--- config.mk ---
export PLATFORM = sky130hd
export DESIGN_NAME = out_write_buffer
export DESIGN_NICKNAME = d
export VERILOG_FILES = /design/src/rtl/out_write_buffer_pkg.sv /design/src/rtl/sync_fifo.sv /design/src/rtl/out_write_buffer.sv
export SDC_FILE = /design/constraint.sdc
export NUM_CORES = 1
export LEC_CHECK = 0
export ABC_AREA = 0
export BUFFER_PORTS_ARGS = -buffer_cell sky130_fd_sc_hd__buf_2
export CAP_MARGIN = 15
export CORE_AREA = 2 2 189 191
export DETAILED_ROUTE_END_ITERATION = 12
export DIE_AREA = 0 0 191 193
export GPL_ROUTABILITY_DRIVEN = 0
export RECOVER_POWER = 50
export SETUP_SLACK_MARGIN = 0.02
export SLEW_MARGIN = 30
export SYNTH_ARGS = -nofsm -noshare
export SYNTH_HDL_FRONTEND = slang
export SYNTH_SLANG_ARGS = --single-unit
--- constraint.sdc ---
create_clock -name clk -period 6.05 [get_ports clk]
set_clock_uncertainty 0.2 [all_clocks]
set_input_delay 0.3025 -clock clk [delete_from_list [all_inputs] [get_ports clk]]
set_output_delay 0.3025 -clock clk [all_outputs]
set_load 0.01 [all_outputs]
--- src/rtl/out_write_buffer_pkg.sv ---
// Shared constants for the output posted-write buffer: drain FSM encoding,
// register offsets and status word layout.
package out_write_buffer_pkg;

   localparam logic [1:0] ST_IDLE  = 2'd0;
   localparam logic [1:0] ST_ISSUE = 2'd1;
   localparam logic [1:0] ST_GAP   = 2'd2;

   localparam logic [31:0] OFF_DATA   = 32'h0000_0000;
   localparam logic [31:0] OFF_STATUS = 32'h0000_0004;

   localparam int unsigned STAT_LEVEL_LSB = 0;
   localparam int unsigned STAT_EMPTY_BIT = 2;
   localparam int unsigned STAT_FULL_BIT  = 3;
   localparam int unsigned STAT_PCNT_LSB  = 8;

   localparam logic [3:0] WE_WORD = 4'b1111;
   localparam logic [3:0] WE_NONE = 4'b0000;

endpackage

--- src/rtl/sync_fifo.sv ---
// Single-clock FIFO with extra-MSB pointers; head word is visible on dout
// without a pop, so the reader can present it in the same cycle it pops.
module sync_fifo #(
   parameter int unsigned DEPTH = 8,
   parameter int unsigned WIDTH = 32
) (
   input  logic                     clk,
   input  logic                     reset,
   input  logic                     push,
   input  logic                     pop,
   input  logic [WIDTH-1:0]         din,
   output logic [WIDTH-1:0]         dout,
   output logic                     full,
   output logic                     empty,
   output logic [$clog2(DEPTH):0]   level
);

   localparam int unsigned AW = $clog2(DEPTH);
   localparam int unsigned PW = AW + 1;

   logic [WIDTH-1:0] mem [DEPTH];
   logic [PW-1:0]    wr_ptr;
   logic [PW-1:0]    rd_ptr;

   always_ff @(posedge clk) begin
      if (reset) begin
         wr_ptr <= '0;
         rd_ptr <= '0;
      end else begin
         if (push) wr_ptr <= wr_ptr + PW'(1);
         if (pop)  rd_ptr <= rd_ptr + PW'(1);
      end
   end

   always_ff @(posedge clk) begin
      if (push) mem[wr_ptr[AW-1:0]] <= din;
   end

   // Same index with differing wrap bits means the write side lapped the read side.
   assign empty = (wr_ptr == rd_ptr);
   assign full  = (wr_ptr[AW] != rd_ptr[AW]) && (wr_ptr[AW-1:0] == rd_ptr[AW-1:0]);
   assign level = wr_ptr - rd_ptr;
   assign dout  = mem[rd_ptr[AW-1:0]];

endmodule

--- src/rtl/out_write_buffer.sv ---
// Posted-write buffer between the CPU data bus and the character output
// peripheral: word stores are queued and drained one per slot.
module out_write_buffer
   import out_write_buffer_pkg::*;
#(
   parameter logic [31:0] BASE_ADDR = 32'h0000_0400,
   parameter int unsigned DEPTH     = 8,
   parameter int unsigned DRAIN_GAP = 2
) (
   input  logic        clk,
   input  logic        reset,
   input  logic [31:0] daddr,
   input  logic [31:0] dwdata,
   input  logic [3:0]  dwe,
   output logic [31:0] drdata,
   output logic        stall,
   output logic [31:0] p_daddr,
   output logic [31:0] p_dwdata,
   output logic [3:0]  p_dwe,
   input  logic [31:0] p_drdata
);

   localparam int unsigned LW       = $clog2(DEPTH) + 1;
   localparam int unsigned GW       = (DRAIN_GAP > 1) ? $clog2(DRAIN_GAP) : 1;
   localparam int unsigned GAP_LAST = (DRAIN_GAP > 0) ? DRAIN_GAP - 1 : 0;

   logic [1:0]    state;
   logic [1:0]    next_state;
   logic [GW-1:0] gap_cnt;
   logic [31:0]   accepted;
   logic [31:0]   last_data;
   logic [31:0]   head;
   logic [LW-1:0] level;
   logic [LW-1:0] level_after;
   logic [31:0]   level_w;
   logic [31:0]   status;
   logic          full;
   logic          empty;
   logic          data_hit;
   logic          status_hit;
   logic          word_store;
   logic          push;
   logic          pop;
   logic          unused_bits;

   assign data_hit   = (daddr == BASE_ADDR + OFF_DATA);
   assign status_hit = (daddr == BASE_ADDR + OFF_STATUS);
   assign word_store = data_hit && (dwe == WE_WORD);

   // No bypass: a store arriving while full waits even if this cycle pops.
   assign push  = word_store && !full;
   assign stall = word_store && full;
   assign pop   = (state == ST_ISSUE) && !empty;

   sync_fifo #(
      .DEPTH (DEPTH),
      .WIDTH (32)
   ) u_fifo (
      .clk   (clk),
      .reset (reset),
      .push  (push),
      .pop   (pop),
      .din   (dwdata),
      .dout  (head),
      .full  (full),
      .empty (empty),
      .level (level)
   );

   assign level_after = level - LW'(1) + LW'(push);
   assign p_daddr     = BASE_ADDR;

   always_ff @(posedge clk) begin
      if (reset) state <= ST_IDLE;
      else       state <= next_state;
   end

   always_ff @(posedge clk) begin
      if (reset) begin
         gap_cnt   <= '0;
         accepted  <= '0;
         last_data <= '0;
      end else begin
         gap_cnt <= (state == ST_GAP) ? gap_cnt + GW'(1) : '0;
         if (push)              accepted  <= accepted + 32'd1;
         if (state == ST_ISSUE) last_data <= head;
      end
   end

   // Drain FSM next state and downstream strobe.
   always_comb begin
      next_state = state;
      p_dwe      = WE_NONE;
      p_dwdata   = last_data;
      case (state)
         ST_IDLE: begin
            if (!empty) next_state = ST_ISSUE;
         end
         ST_ISSUE: begin
            p_dwe    = WE_WORD;
            p_dwdata = head;
            if (DRAIN_GAP > 0)          next_state = ST_GAP;
            else if (level_after != '0) next_state = ST_ISSUE;
            else                        next_state = ST_IDLE;
         end
         ST_GAP: begin
            if (gap_cnt == GW'(GAP_LAST)) next_state = empty ? ST_IDLE : ST_ISSUE;
         end
         default: next_state = ST_IDLE;
      endcase
   end

   assign level_w     = 32'(level);
   assign unused_bits = ^{p_drdata[31:8], level_w[31:2]};

   always_comb begin
      status                             = '0;
      status[STAT_LEVEL_LSB +: 2]        = level_w[1:0];
      status[STAT_EMPTY_BIT]             = empty;
      status[STAT_FULL_BIT]              = full;
      status[STAT_PCNT_LSB +: 8]         = p_drdata[7:0];
   end

   always_comb begin
      drdata = '0;
      if (dwe == WE_NONE) begin
         if (data_hit)        drdata = accepted;
         else if (status_hit) drdata = status;
      end
   end

endmodule

==> summary.txt, run 1 <==
Worst hold path
  • Hold crit path type: input pin to flop
  • Min-Delay Startpoint: daddr[30]

Timing
  • F_max: 0.2322 GHz
  • Count of final setup violators: 0
  • Hold_ws: 0.1402 ns
  • Hold Vio Cnt, Final: 0
  • Tightest Pin Transition: 2.447 ns
  • Final Cycle Share: 71.19%
  • Slew headroom: -63.12%
  • PnR worst setup slack: 1.743 ns
  • Final worst path period need: 4.307 ns
  • RSZ-0062 raised after global routing: false
  • Slew Limit Fails: 128
  • Setup TNS Final: 0 ns

Synth
  • Count of cell types in the netlist: 50
  • Post-synth top cells: 256 x edfxtp_1, 78 x dfxtp_1, 64 x mux4_2, 50 x nand2_1
  • Post-synth EDFFs: 256
  • Yosys top cell by area: edfxtp_1
  • Post-Syn Area per Cell: 15.46 um^2
  • Syn Inst Count: 890
  • Synth Register Bits: 334
  • Most common cell in the netlist: edfxtp_1
  • Top-area cell type share of the netlist area: 55.85%
  • Synthesized cell area: 0.01376 mm^2
  • Synth top area cells: edfxtp_1 56%, dfxtp_1 11%, mux4_2 10%, mux2i_1 3.3%, buf_4 2.0%
  • Fraction of registers with async set/reset: 0%
  • Ys Warns: 0
  • Sequential-to-total area share from yosys stat: 67.20%
  • Synth Flop Type: edfxtp_1

Final layout
  • Nets: 1176
  • Fillers: 3055
  • Fraction of layout cells with a size suffix above 1: 23.57%
  • Synthesis-to-finish area growth: 19.04%

Clock network
  • Post-CTS setup buffer count: 0
  • Root buf cell: clkbuf_16
  • H-tree levels: 2
  • Clk_lat worst skew: 0.53 ns
  • CTS tree: yes
  • Clock buffer depth: 3
  • Clock Sinks: 334
  • Worst-path clk slew: 0.06 ns
  • Total CTS buffers: 37

Worst setup path
  • Critical-path cell list: buf_4 > mux4_2 > mux2i_1 > o21ai_0 > buf_2
  • Slowest cell on crit path: dfxtp_1
  • Arrival time at the worst endpoint: 3.80 ns
  • CP Data Required Time: 5.55 ns
  • Critical Path Max Stage Delay: 1.70 ns
  • CP Max Fanout: 38
  • RR Startpoint: u_fifo.wr_ptr[0]
  • Nature of the critical path startpoint: flop
  • Crit path buf inv count: 2
  • Cell family with most CP delay: flip-flops
  • Critical path class: flop to output port
  • Critical path endpoint category: output port

Detailed routing
  • Routed vias: 7921
  • Post-DRT Antenna Nets: 0
  • Drt initial violations: 372
  • DRC errors left: 0
  • Post-DR wirelength/cell: 18.56 um
  • Vias per std cell: 5.074
  • Total Routed Length: 28970 um
  • DR pass1 iterations: 5

Floorplanning
  • IO Pins: 203
  • Die area: 0.03686 mm^2
  • Starting Density: 39.36%
  • Core ar.: 0.03496 mm^2
  • Die Y: 193 um
  • Die width: 191 um
  • FP Rows: 69

Pwr
  • Total chip power: 4788 uW
  • Leak: 0.005492 uW
  • VDD IR max: 0.0002153 V
  • PD cells: 292.2 mW/mm^2

Placed design
  • Dpl hpwl: 17210 um
  • Port bufs: 146
  • DP Worst Slack: 1.982 ns

Status
  • Status: finished with violations
  • Failing checks: capacitance limit, slew limit

GRT
  • Total GRT Usage: 15.59%
  • First-pass GRT wire length: 44190 um
  • Vias in the first global route: 7760
  • Largest net degree at the start of global routing: 45
  • Total gr overflow: 0
  • Initial antenna violation count: 1

Run
  • Max-cap violations: 3
[layer usage]
| metal | part of all wire [%] | GRT usage (%) | vias to the layer above |
|---|---|---|---|
| li1 | - | - | 3719 |
| met1 | 43 | 20.85 | 3912 |
| met2 | 49 | 26.49 | 248 |
| met3 | 6.3 | 2.751 | 42 |
| met4 | 1.7 | 3.906 | 0 |
| met5 | 0 | 0 | - |
[layout make-up]
class | count | area (um^2) | share of cell area (%)
Tap cell | 461 | 576.8 | 3.521
Clock buffer | 46 | 1011 | 6.171
Multi-Input combinational cell | 499 | 4193 | 25.59
Clock inverter | 22 | 214.0 | 1.306
Inverter | 6 | 22.52 | 0.1375
Antenna cell | 1 | 2.502 | 0.01527
Timing Repair Buffer | 192 | 1110 | 6.774
Sequential cell | 334 | 9254 | 56.48
[cell usage in the layout (no fill, tap or decap), types with 9 or more instances in the layout]
cell and instances:
o21ai_0 46, a21oi_1 22, buf_2 102, nand4_1 18, nand2_1 50, mux4_2 64, clkinv_2 9, mux2i_1 46
edfxtp_1 256, and2_1 21, buf_4 12, dlygate4sd3_1 32, conb_1 32, dfxtp_1 76, or3_1 13, nor2_1 38
clkbuf_1 50, nand3_1 11, nor2b_1 43, nor4_1 9, clkbuf_16 38
[power by group]
part	switching (uW)	total [uW]	leakage (uW)	internal [uW]
combinational	56.2	89.5	0.00195	33.3
sequential	0.00000000312	2460	0.00293	2460
clock	907	2230	0.000610	1330
[through the flow]
stage	instance area, um^2	utilization [%]	std cells
final	16380	46.86	1561
after global routing	16380	46.86	1561
after global placement	14880	42.55	1459
after CTS	16430	46.99	1559
after detailed placement	14880	42.57	1459
after floorplan	13880	-	920
[worst paths after layout]
check,cells past startpoint,endpoint,slack (ns)
worst min-delay path,6,accepted[16],0.14
worst max register to register,7,u_fifo.mem[5][14],2.20
worst max-delay path,5,p_dwdata[17],1.74
worst min register to register,1,state[0],0.25
[repair_timing]
action | 4_1_cts | 5_1_grt
hold buffers | 32 | 0
resized for setup | 0 | 0
hold endpoints to repair | 256 | 0
setup endpoints to repair | 0 | 0
[registers in the layout, indices dropped and copies added (netlist names), named ones only]
name and count:
u_fifo.rd_ptr 4, state 2, accepted 32, u_fifo.mem 256, u_fifo.wr_ptr 4, gap_cnt 1, last_data 32
[cell families after synthesis]
group           Yosys count  synth area share, %
mux                     119                14.55
xor+xnor                 10               0.6909
buf+inv                  87                3.555
other cells               2              0.05457
compound gates           81                3.273
simple gates            253                10.31
fa+ha+maj                 4               0.3637
flops                   334                67.20
[worst register-to-register path, cell delays in order, from the launching register on]
cell,delay (ns)
dfxtp_1,0.35
inv_1,0.11
ha_1,0.37
nand4_1,0.22
nand4_2,0.62
or2_2,0.63
nor2_4,0.67
buf_4,0.38
Power figures use the tool's default switching activity.
==> inputs of run 2 (changes only) <==
- ABC_AREA: 0 -> 1
- CORE_AREA: 2 2 189 191 -> 2 2 197 199
- DIE_AREA: 0 0 191 193 -> 0 0 199 201
- clock period: 6.05 -> 3.8 ns (I/O delays scaled with it)
==> run 2 against run 1 <==
Effect of this change: the flow now finishes without violations; die area rose by 8.5%; final cell count rose by 47%; sequential share of layout area fell by 4.1 points; combinational power rose by 64%; wire length rose by 19%; clock power rose by 65%; synthesized cell count rose by 78%; first-iteration DRC count rose by 53%; register-to-register slack got worse by 1.4 ns; non-clock buffer count rose by 8; hold slack got worse by 0.027 ns; critical path depth rose by 3; critical path type is now flop to flop; largest cell class unchanged.
==> summary.txt, run 2 <==
Status
  • Status: finished clean

Clock network
  • CTS tree: yes
  • Clock buffer depth: 3
  • H-tree levels: 2
  • Root buf cell: clkbuf_16
  • Clk_lat worst skew: 0.53 ns
  • Clock Sinks: 334
  • Total CTS buffers: 37
  • Worst-path clk slew: 0.06 ns

Detailed routing
  • Drt initial violations: 568
  • Vias per std cell: 4.790
  • Routed vias: 10980
  • DRC errors left: 0
  • Post-DRT Antenna Nets: 0
  • Post-DR wirelength/cell: 15.08 um
  • Total Routed Length: 34570 um
  • DR pass1 iterations: 5

Final layout
  • Commonest cells after routing, fill and taps aside: 333 x nand2_1, 256 x edfxtp_1, 196 x inv_1, 148 x nor2_1, 142 x nand3_1
  • Fraction of layout cells with a size suffix above 1: 10.99%
  • Synthesis-to-finish area growth: 17.37%
  • Antenna diodes: 0
  • Fillers: 3593
  • Nets: 1851
  • Util after Layout: 46.35%
  • Largest register FFs: 256
  • Most common cell after layout, fill and taps aside: nand2_1

Worst setup path
  • Critical Path Most Common Cell: nor2_4
  • Slowest cell on crit path: buf_4
  • Arrival time at the worst endpoint: 2.95 ns
  • CP Max Fanout: 32
  • Crit path buf inv count: 2
  • CP Data Required Time: 3.75 ns
  • Cell family with most CP delay: simple AND/OR/NAND/NOR gates
  • Critical path class: flop to flop
  • R2R setup slack: 0.80 ns
  • Critical Path Max Stage Delay: 0.52 ns
  • Crit path from: u_fifo.wr_ptr[0]
  • RR Endpoint: u_fifo.mem[4][25]
  • Critical path endpoint category: flop
  • Nature of the critical path startpoint: flop
  • Critical-path cell list: inv_1 > ha_1 > nand3_1 > nor2_4 > nor2_2 > nand2_1 > nor2_4 > buf_4
  • RR Startpoint: u_fifo.wr_ptr[0]
  • R2r worst-path depth: 8

Synth
  • Count of cell types in the netlist: 35
  • Yosys top cell by area: edfxtp_1
  • Fraction of registers with async set/reset: 0%
  • Synth top area cells: edfxtp_1 51%, dfxtp_1 10%, nand2_1 8.3%, inv_1 4.9%, nand3_1 4.7%
  • Syn Inst Count: 1588
  • Ys Warns: 0
  • Synth Flop Type: edfxtp_1
  • Synthesized cell area: 0.01505 mm^2
  • Synth Register Bits: 334
  • Top-area cell type share of the netlist area: 51.09%
  • Most common cell in the netlist: nand2_1
  • Sequential-to-total area share from yosys stat: 61.47%
  • Post-synth top cells: 332 x nand2_1, 256 x edfxtp_1, 196 x inv_1, 151 x nor2_1, 140 x nand3_1
  • Post-Syn Area per Cell: 9.475 um^2
  • Post-synth EDFFs: 256

Timing
  • Setup TNS Final: 0 ns
  • Count of final setup violators: 0
  • Final worst path period need: 2.997 ns
  • Tightest Pin Transition: 1.134 ns
  • F_max: 0.3337 GHz
  • Final Cycle Share: 78.87%
  • RSZ-0062 raised after global routing: false
  • Slew Limit Fails: 0
  • Slew headroom: 24.42%
  • Hold Vio Cnt, Final: 0

Pwr
  • Cell Int Power: 6231 uW
  • Clock Power Share: 47.5%
  • Sw frac: 19.66%
  • Logic pwr share: 1.9%
  • Sequential power share: 50.6%
  • Total chip power: 7756 uW
  • VDD IR max: 0.0002485 V
  • PD cells: 439.2 mW/mm^2
  • Switching pwr: 1525 uW
  • Leak: 0.006674 uW

Floorplanning
  • FP Rows: 72
  • IO Pins: 203
  • Core ar.: 0.03811 mm^2
  • Die area: 0.04000 mm^2
  • Starting Density: 39.49%
  • Die Y: 201 um
  • Die width: 199 um

GRT
  • Total GRT Usage: 17.34%
  • Total gr overflow: 0
  • Largest net degree at the start of global routing: 81
  • Initial antenna violation count: 2
  • GR Layer Usage met1: 22.97%
  • GRT Max-Usage Layer: met2
  • Met3 Use GR: 2.974%
  • GR Util met2: 29.36%
  • First-pass GRT wire length: 54720 um
  • Vias in the first global route: 10470

Placed design
  • Dpl hpwl: 20020 um
  • Port bufs: 146

Worst hold path
  • Hold crit path type: input pin to flop
  • Min-Delay Startpoint: reset
  • Hold path depth: 3
  • Hold-critical path endpoint: accepted[19]

Run
  • Max-cap violations: 0
==> run 2: cells by family (layout without fill, tap and decap cells) <==
kind of cell / Yosys count / in the layout / synth area share [%]
adder cells (fa/ha/maj): 4 / 4 / 0.3326
XOR/XNOR: 7 / 7 / 0.4075
flip-flops: 334 / 334 / 61.47
other: 2 / 32 / 0.04991
AO/OA/AOI/OAI: 253 / 253 / 9.554
AND/OR/NAND/NOR: 674 / 674 / 18.97
buffers and inverters: 314 / 470 / 9.222
==> run 2: worst max-delay path by stage <==
stage               slack (ns)  depth (start not counted)           endpoint
global placement          0.88                          8  u_fifo.mem[4][10]
CTS                       0.82                          8  u_fifo.mem[4][25]
global route              0.54                          7       p_dwdata[23]
detailed placement        0.84                          8  u_fifo.mem[4][19]
floorplan                 0.22                          6   u_fifo.mem[7][0]
finish                    0.80                          8  u_fifo.mem[4][25]
==> run 2: per-stage QoR <==
stage	cell area (um^2)	cells	hold slack, ns	setup slack [ns]
floorplan	15170	1618	0.07009	0.2220
global placement	16180	2192	0.2089	0.8803
detailed placement	16180	2192	0.2256	0.8357
CTS	17770	2292	0.1004	0.8152
global route	17660	2292	0.1286	0.5435
finish	17660	2292	0.1131	0.8030
==> run 2: cell type report <==
class	instances	area (um^2)	area share (%)
Multi-Input combinational cell	970	4562	25.83
Clock inverter	16	232.7	1.318
Inverter	202	758.2	4.293
Tap cell	518	648.1	3.670
Clock buffer	52	1033	5.852
Timing Repair Buffer	200	1170	6.624
Sequential cell	334	9256	52.41
==> run 2: tightest hold or removal path: cells and delay by family <==
kind / cells / cell delay [ns]
buffers and inverters: 2 / 0.44
and+or+nand+nor: 1 / 0.16
==> run 2: power by group through the flow <==
| stage | sequential (uW) | clock, uW | combinational, uW |
|---|---|---|---|
| after floorplan | 4000 | 0 | 65.5 |
| after global placement | 4000 | 0 | 119 |
| after detailed placement | 4000 | 0 | 123 |
| after CTS | 3920 | 3770 | 152 |
| after global routing | 3920 | 3920 | 165 |
| final | 3920 | 3690 | 147 |
==> run 2: timing repair <==
| item | 4_1_cts | 5_1_grt |
|---|---|---|
| resized for setup | 0 | 0 |
| hold buffers | 32 | 0 |
| setup buffers | 0 | 0 |
| hold endpoints to repair | 256 | 0 |
==> run 2: layer usage <==
layer  vias to the layer above  routed length (um)
met4                         4                 682
met3                        58                1939
li1                       5546                   -
met2                       284               16460
met5                         -                  31
met1                      5087               15460
==> inputs of run 3 (changes only) <==
- clock period: 3.8 -> 2.6 ns (I/O delays scaled with it)
==> run 3 against run 2 <==
Effect of this change: clock power grew 33%; global-route usage shrank 0.27 points; design area grew 1.1%; wire length shrank 2.2%; sequential power grew 46%; sequential share of layout area shrank 0.54 points; largest power group unchanged; count of clock-buffer cells in the layout grew 2.
==> summary.txt, run 3 (synthesis results as in run 2) <==
Status
  • Status: finished clean

Worst setup path
  • Nature of the critical path startpoint: flop
  • Crit path depth: 7
  • CP Data Required Time: 2.27 ns
  • Arrival time at the worst endpoint: 2.09 ns
  • Critical-path cell list: buf_16 > a21oi_1 > o21ai_0 > nand3_1 > nand3_1 > nand2_1 > buf_2
  • Slowest cell on crit path: dfxtp_4
  • Crit path buf inv count: 2
  • Critical path endpoint category: output port
  • CP Max Fanout: 77
  • Critical Path Most Common Cell: nand3_1
  • Critical path class: flop to output port
  • Critical Path Max Stage Delay: 0.56 ns
  • Cell family with most CP delay: flip-flops
  • R2r worst-path depth: 9

Final layout
  • Multi-input logic area: 0.004594 mm^2
  • Combined flip-flop and latch cell area: 0.009259 mm^2
  • Fillers: 3567
  • Synthesis-to-finish area growth: 18.63%
  • Commonest cells after routing, fill and taps aside: 334 x nand2_1, 256 x edfxtp_1, 196 x inv_1, 146 x nor2_1, 140 x nand3_1
  • Final design area excluding fillers: 0.01785 mm^2
  • Largest register FFs: 256
  • Nets: 1868
  • Fraction of layout cells with a size suffix above 1: 12.51%
  • Most common cell after layout, fill and taps aside: nand2_1

Pwr
  • Clock Power Share: 45.3%
  • PD cells: 608.6 mW/mm^2
  • Leak: 0.006794 uW
  • Cell Int Power: 8698 uW
  • VDD IR max: 0.0004287 V
  • Switching pwr: 2165 uW
  • Sequential power share: 52.8%
  • Sw frac: 19.93%
  • Logic pwr share: 2.0%

Placed design
  • Placed Area: 0.01645 mm^2
  • Port bufs: 146
  • Dpl hpwl: 21170 um

Detailed routing
  • DR pass1 iterations: 5
  • Drt initial violations: 651
  • Vias per std cell: 4.789
  • Total Routed Length: 33830 um
  • Post-DR wirelength/cell: 14.64 um
  • Routed vias: 11070
  • Post-DRT Antenna Nets: 0
  • DRC errors left: 0

Clock network
  • Worst-path clk slew: 0.06 ns
  • Total CTS buffers: 37
  • Clk_lat worst skew: 0.51 ns
  • CTS tree: yes
  • H-tree levels: 2
  • Clock Sinks: 334
  • Root buf cell: clkbuf_16
  • Clock buffer depth: 3

GRT
  • Total GRT Usage: 17.07%
  • Total gr overflow: 0
  • Largest net degree at the start of global routing: 78
  • Initial antenna violation count: 3
  • Vias in the first global route: 10520
  • First-pass GRT wire length: 54170 um

Timing
  • Count of final setup violators: 0
  • Final Cycle Share: 92.94%
  • Final worst path period need: 2.416 ns
  • RSZ-0062 raised after global routing: false
  • Hold Vio Cnt, Final: 0
  • Slew headroom: 37.02%
  • F_max: 0.4138 GHz
  • Setup TNS Final: 0 ns
  • Slew Limit Fails: 0
  • Tightest Pin Transition: 0.9421 ns

Floorplanning
  • Die area: 0.04000 mm^2
  • Die width: 199 um
  • FP Rows: 72
  • IO Pins: 203
  • Starting Density: 39.49%
  • Die Y: 201 um
  • Core ar.: 0.03811 mm^2

Worst hold path
  • Hold path depth: 7
  • Hold crit path type: input pin to flop

Run
  • Max-cap violations: 0
==> run 3: cell types whose count changed in the layout (fill, tap and decap cells not counted), moves of 3 or more <==
cell,previous run,this run
buf_2,91,105
buf_12,2,11
clkbuf_1,66,58
buf_4,19,25
bufinv_16,5,2
clkinv_2,7,4
diode_2,0,3
inv_6,0,3
==> run 3: final cells by class <==
type                       instances  share of cell area [%]
antenna                            3                 0.04206
tap                              518                   3.631
sequential                       334                   51.87
clock buffer                      54                   5.601
timing repair buffer             217                   8.117
clock inverter                    13                  0.7360
multi-input combinational        970                   25.74
inverter                         202                   4.262
==> run 3: power by group through the flow <==
stage / clock network (uW) / logic (uW) / registers, uW
2_1_floorplan: 0 / 95.8 / 5850
6_report: 4920 / 215 / 5730
3_5_place_dp: 0 / 182 / 5840
4_1_cts: 5050 / 224 / 5730
5_1_grt: 5280 / 242 / 5730
3_3_place_gp: 0 / 176 / 5840
==> run 3: per-layer routing <==
layer  up-vias  GRT usage (%)  wire, um  share of wire [%]
met4         0          4.957       768                2.3
met5         -              0         0                  0
met2       313          29.18     16130                 48
li1       5578              -         -                  -
met3        59          2.890      1828                5.4
met1      5118          22.20     15100                 45
==> run 3: path summary, 6_finish.rpt <==
check                         from           end  slack [ns]
setup reg to reg  u_fifo.wr_ptr[0]  accepted[19]        0.24
setup / recovery              flop  p_dwdata[26]        0.18
hold / removal              dwe[1]  accepted[12]         0.1
hold reg to reg            gap_cnt       gap_cnt        0.22
==> run 3: stage by stage <==
step           setup WS (ns)  hold slack [ns]  instances  util, %  total power [uW]
2_1_floorplan      -0.002442          0.01009       1618        -              5945
3_3_place_gp          0.2557           0.1736       2208    43.18              6020
3_5_place_dp          0.1776           0.1809       2208    43.18              6026
4_1_cts               0.1351          0.07845       2308    47.02             11000
5_1_grt              0.01303           0.1059       2309    46.83             11250
6_report              0.1837          0.09517       2311    46.84             10860
==> run 3: timing repair <==
item / 4_1_cts / 5_1_grt
hold buffers: 33 / 0
resized for setup: 0 / 1
endpoints found under the hold margin: 284 / 0
setup buffers: 0 / 0
endpoints found under the setup margin: 0 / 1
==> run 3: worst register-to-register path, cell delays in order, from the launching register on <==
cell and delay, ns:
dfxtp_2 0.36, inv_4 0.07, ha_4 0.28, nand3_4 0.08, inv_1 0.08, nand2_2 0.12
nand3_1 0.74, nand2_1 0.14, nand2_1 0.11, nor2_1 0.04
